$ cat config.mk
export PLATFORM = sky130hd
export DESIGN_NAME = nbit_1x2_demux_reg
export DESIGN_NICKNAME = d
export VERILOG_FILES = /design/src/rtl/nbit_1x2_demux_reg_pkg.sv /design/src/rtl/nbit_1x2_demux_reg_slot.sv /design/src/rtl/nbit_1x2_demux_reg.sv
export SDC_FILE = /design/constraint.sdc
export NUM_CORES = 1
export LEC_CHECK = 0
export ABC_CLOCK_PERIOD_IN_PS = 1600
export CAP_MARGIN = 20
export CORE_MARGIN = 2
export CORE_UTILIZATION = 44
export DETAILED_ROUTE_END_ITERATION = 6
export PLACE_DENSITY = 0.79
export SLEW_MARGIN = 10
export SYNTH_ARGS = -nofsm -noshare
export SYNTH_HDL_FRONTEND = slang
export SYNTH_HIERARCHICAL = 1
export SYNTH_SLANG_ARGS = --single-unit
$ cat constraint.sdc
create_clock -name clk -period 1.6 [get_ports clk]
set_input_delay 0.48 -clock clk [delete_from_list [all_inputs] [get_ports clk]]
set_output_delay 0.48 -clock clk [all_outputs]
set_load 0.05 [all_outputs]
$ cat src/rtl/nbit_1x2_demux_reg_pkg.sv
// Shared constants for the registered 1-to-2 demux.
// Optional per-channel transfer counters are enabled with DEMUX_COUNT_EN.
package nbit_1x2_demux_reg_pkg;

  localparam logic SEL_A = 1'b0;
  localparam logic SEL_B = 1'b1;

  localparam int N_DEFAULT  = 32;
  localparam int CW_DEFAULT = 8;

  // A one-entry slot can take a word when it is empty or emptying this cycle.
  function automatic logic slot_can_load(input logic valid, input logic ready);
    return !valid || ready;
  endfunction

endpackage

$ cat src/rtl/nbit_1x2_demux_reg_slot.sv
// One-entry holding register with valid/ready output handshake.
// A load in the same cycle as a drain replaces the word without a bubble.
module one_entry_slot #(
  parameter int N = 32
) (
  input  logic         clk,
  input  logic         rst,
  input  logic         load,
  input  logic [N-1:0] load_data,
  output logic         out_valid,
  input  logic         out_ready,
  output logic [N-1:0] out_data
);

  logic         r_valid;
  logic [N-1:0] r_data;

  always_ff @(posedge clk or negedge rst) begin
    if (!rst) begin
      r_valid <= 1'b0;
      r_data  <= '0;
    end else if (load) begin
      r_valid <= 1'b1;
      r_data  <= load_data;
    end else if (r_valid && out_ready) begin
      // data is left as-is after a drain; only valid is meaningful
      r_valid <= 1'b0;
    end
  end

  assign out_valid = r_valid;
  assign out_data  = r_data;

endmodule

$ cat src/rtl/nbit_1x2_demux_reg.sv
// Registered N-bit 1-to-2 demux: steers one valid/ready stream to channel A or B.
// Define DEMUX_COUNT_EN to add wrapping per-channel accept counters cnt_a/cnt_b.
module nbit_1x2_demux_reg
  import nbit_1x2_demux_reg_pkg::*;
#(
  parameter int N  = N_DEFAULT,
  parameter int CW = CW_DEFAULT
) (
  input  logic          clk,
  input  logic          rst,
  input  logic          in_valid,
  output logic          in_ready,
  input  logic [N-1:0]  in_data,
  input  logic          in_sel,
  output logic          a_valid,
  input  logic          a_ready,
  output logic [N-1:0]  a_data,
  output logic          b_valid,
  input  logic          b_ready,
  output logic [N-1:0]  b_data
`ifdef DEMUX_COUNT_EN
  ,
  output logic [CW-1:0] cnt_a,
  output logic [CW-1:0] cnt_b
`endif
);

  if (CW < 1) begin : g_cw_check
    $error("CW must be at least 1");
  end

  logic w_ready_a;
  logic w_ready_b;
  logic w_load_a;
  logic w_load_b;

  assign w_ready_a = slot_can_load(a_valid, a_ready);
  assign w_ready_b = slot_can_load(b_valid, b_ready);

  // in_ready looks only at the selected channel, so a stalled channel never
  // blocks producers aimed at the other one.
  assign in_ready = (in_sel == SEL_B) ? w_ready_b : w_ready_a;

  assign w_load_a = in_valid && w_ready_a && (in_sel == SEL_A);
  assign w_load_b = in_valid && w_ready_b && (in_sel == SEL_B);

  one_entry_slot #(.N(N)) u_slot_a (
    .clk       (clk),
    .rst       (rst),
    .load      (w_load_a),
    .load_data (in_data),
    .out_valid (a_valid),
    .out_ready (a_ready),
    .out_data  (a_data)
  );

  one_entry_slot #(.N(N)) u_slot_b (
    .clk       (clk),
    .rst       (rst),
    .load      (w_load_b),
    .load_data (in_data),
    .out_valid (b_valid),
    .out_ready (b_ready),
    .out_data  (b_data)
  );

`ifdef DEMUX_COUNT_EN
  logic [CW-1:0] r_cnt_a;
  logic [CW-1:0] r_cnt_b;

  always_ff @(posedge clk or negedge rst) begin
    if (!rst) begin
      r_cnt_a <= '0;
      r_cnt_b <= '0;
    end else begin
      if (w_load_a) r_cnt_a <= r_cnt_a + 1'b1;
      if (w_load_b) r_cnt_b <= r_cnt_b + 1'b1;
    end
  end

  assign cnt_a = r_cnt_a;
  assign cnt_b = r_cnt_b;
`endif

endmodule

==> metrics.md <==
| Metric | Value |
|---|---|
| Critical path required time | `1120 ps` |
| Slowest cell on the critical path | `mux2i_4` |
| Outcome | `finished with violations` |
| First-pass GRT wire length | `10540 µm` |
| Starting density of the core | `44.81%` |
| CP arrival | `1190 ps` |
| Syn nets | `186` |
| Clock buffer depth | `2` |
| Final core utilization | `79.65%` |
| Crit path largest cell delay | `280 ps` |
| Highest Clock Rate | `598.7 MHz` |
| # hold bufs at CTS | `0` |
| # fillers | `340` |
| CTS root buf | `clkbuf_8` |
| Die height | `83.96 µm` |
| Vias in the first global route | `1919` |
| Peak supply drop | `958.1 µV` |
| Fin cells | `353` |
| Dpl cells | `327` |
| Wire length after detailed routing | `6823 µm` |
| RSZ-0062 raised after global routing | `yes` |
| Largest net degree at the start of global routing | `67` |
| Pre-antenna DRT Iters | `4` |
| Core Region | `0.006277 mm²` |
| Setup TNS | `-482.6 ps` |
| Min Tclk post-route | `1670 ps` |
| Synth unique cells | `12` |
| GP Congestion | `0.7057` |
| PortBufs | `104` |
| Total track usage | `19.56%` |
| Total global routing overflow | `0` |
| Die X | `83.96 µm` |
| Final #Nets | `309` |
| Cells after Synth | `148` |
| Startpoint types | `primary input` |
| CTS clk-pin slew, worst paths | `70 ps` |
| Cell taking the most area after synthesis | `dfrtp_1` |
| Worst-case clock skew | `6.940 ps` |
| Synthesized area per cell | `19.00 µm²` |
| Largest cells by area after synthesis | `dfrtp_1, mux2_4, buf_12` |
| Yosys reg bits | `66` |
| Share of the synthesized area in the top cell type | `58.72%` |
| P per Cell Area | `1394 mW/mm²` |
| Worst-Margin Slew | `338.0 ps` |
| DR DRC count | `0` |
| Violation count after the first detailed-route iteration | `59` |
| CTS HTree Levels | `3` |
| Area delta synth->final | `77.76%` |
| Kind of end point of the critical path | `output port` |
| Failing checks | `setup timing` |
| WL per Instance | `19.33 µm` |
| Die ar. | `0.007048 mm²` |
| Setup Crit Path Kind | `in -> out` |
| Final setup fails | `26` |
| Crit path cell chain | `clkdlybuf4s15_2 > mux2i_4 > buf_12` |
| Num Clock Sinks | `66` |
| Tcrit/Tclk final | `104.4%` |
| Worst rel slew slack | `77.47%` |
| Max-cap viol count | `0` |
| Dpl ws | `-518.0 ps` |
| Min Hold Slack | `160.5 ps` |
| Final hold vios | `0` |
| Worst setup margin | `-70.23 ps` |
| Num ports | `105` |
| CTS tree | `built` |
| Final ANT Viol Nets | `0` |
| Count of pins over their slew limit | `0` |
| Share of cells above drive strength 1 | `62.32%` |
| Vias per inst | `4.932` |
| Synth warnings | `6` |
| Sequential-to-total area share from yosys stat | `58.72%` |
| DP HPWL | `4404 µm` |
| Via Count | `1741` |
| Clk_lat worst skew | `330 ps` |
| CTS Buf Count | `9` |
| Worst-path maximum fanout | `3` |
| Pleak | `0.002311 µW` |
| Mapped cell area | `0.002813 mm²` |
| Initial antenna violation count | `0` |
| Antenna diode count | `0` |
| Row cnt | `29` |
| Hold crit path type | `in -> async` |
## layer usage
| metal | vias up | global-route usage (%) | part of all wire [%] |
|---|---|---|---|
| li1 | 762 | - | - |
| met1 | 903 | 24.20 | 39 |
| met2 | 67 | 31.71 | 54 |
| met3 | 9 | 5.737 | 5.6 |
| met4 | 0 | 8.944 | 1.7 |
| met5 | - | 0 | 0 |
## flip-flops by register name, summed over array words and instances, names as in the netlist
signal / cells
u_slot_a/out_valid: 1
u_slot_a/out_data: 32
u_slot_b/out_valid: 1
u_slot_b/out_data: 32
## through the flow
stage                     power (µW)  cell area (µm²)
final                           6970             5000
after CTS                       6981             4880
after global placement          5472             4608
after detailed placement        5522             4608
after floorplan                 3808             2826
after global routing            7211             5000
## worst paths after layout
check                                      start                     to  slack, ps  cells past startpoint
max                                       in_sel               in_ready        -70                      3
min                                          rst   u_slot_a/out_data[6]        160                      2
max reg2reg                   u_slot_a/out_valid  u_slot_a/out_data[14]        -50                      6
min reg2reg                u_slot_a/out_data[25]  u_slot_a/out_data[25]        580                      1
max in group asynchronous                    rst     u_slot_a/out_valid       1150                      2
min in group clk           u_slot_a/out_data[25]  u_slot_a/out_data[25]        580                      1
## cells in the mapped netlist
library cell  count
a21o_1            2
nand2_1           1
mux2_4           58
nor2_1            1
nor3b_2           1
mux2i_1           1
buf_6             2
inv_1             2
dfrtp_1          66
buf_12            6
mux2_2            6
nor2b_4           2
## final cells by class
class,instances,area [µm²],share of cell area [%]
Clock buffer,11,151.4,3.028
Timing Repair Buffer,120,1988,39.76
Clock inverter,5,52.55,1.051
Multi-Input combinational cell,72,1051,21.02
Inverter,2,7.507,0.1502
Tap cell,77,96.34,1.927
Sequential cell,66,1653,33.06
## logic make-up after synthesis
group	Yosys count	share of synthesized area, %
flops	66	58.72
mux	65	33.72
buf+inv	10	5.338
simple gates	5	1.690
compound gates	2	0.5337
## worst max-delay path: cells and delay by family
family,cells,cell delay [ps]
buffers and inverters,2,430
multiplexers,1,280
## cells in the final DEF, fill, tap and decap left out
cell type / n
buf_6: 2
mux2i_4: 1
clkinvlp_4: 1
bufinv_16: 1
clkdlybuf4s50_1: 32
dlygate4sd2_1: 2
buf_2: 1
mux2_2: 3
dfrtp_2: 1
a21o_1: 2
nor3b_4: 1
buf_4: 4
dfrtp_1: 65
clkinv_2: 3
nor2_4: 1
buf_12: 72
inv_1: 2
nand2_2: 1
buf_16: 1
clkbuf_8: 11
dlymetal6s2s_1: 1
clkdlybuf4s15_2: 1
mux2_4: 61
clkbuf_16: 4
nor2b_4: 2
## what timing repair did
item / in CTS / in global routing
cloned: 1 / 4
buffers inserted: 4 / 1
gates resized for setup: 9 / 4
setup endpoints to repair: 65 / 35
pin swaps: 0 / 1
## power by group
part,internal (µW),switching [µW],leakage (µW)
registers,1980,358,0.000775
logic,1730,1500,0.00143
clock network,796,611,0.000105
Power figures use the tool's default switching activity.
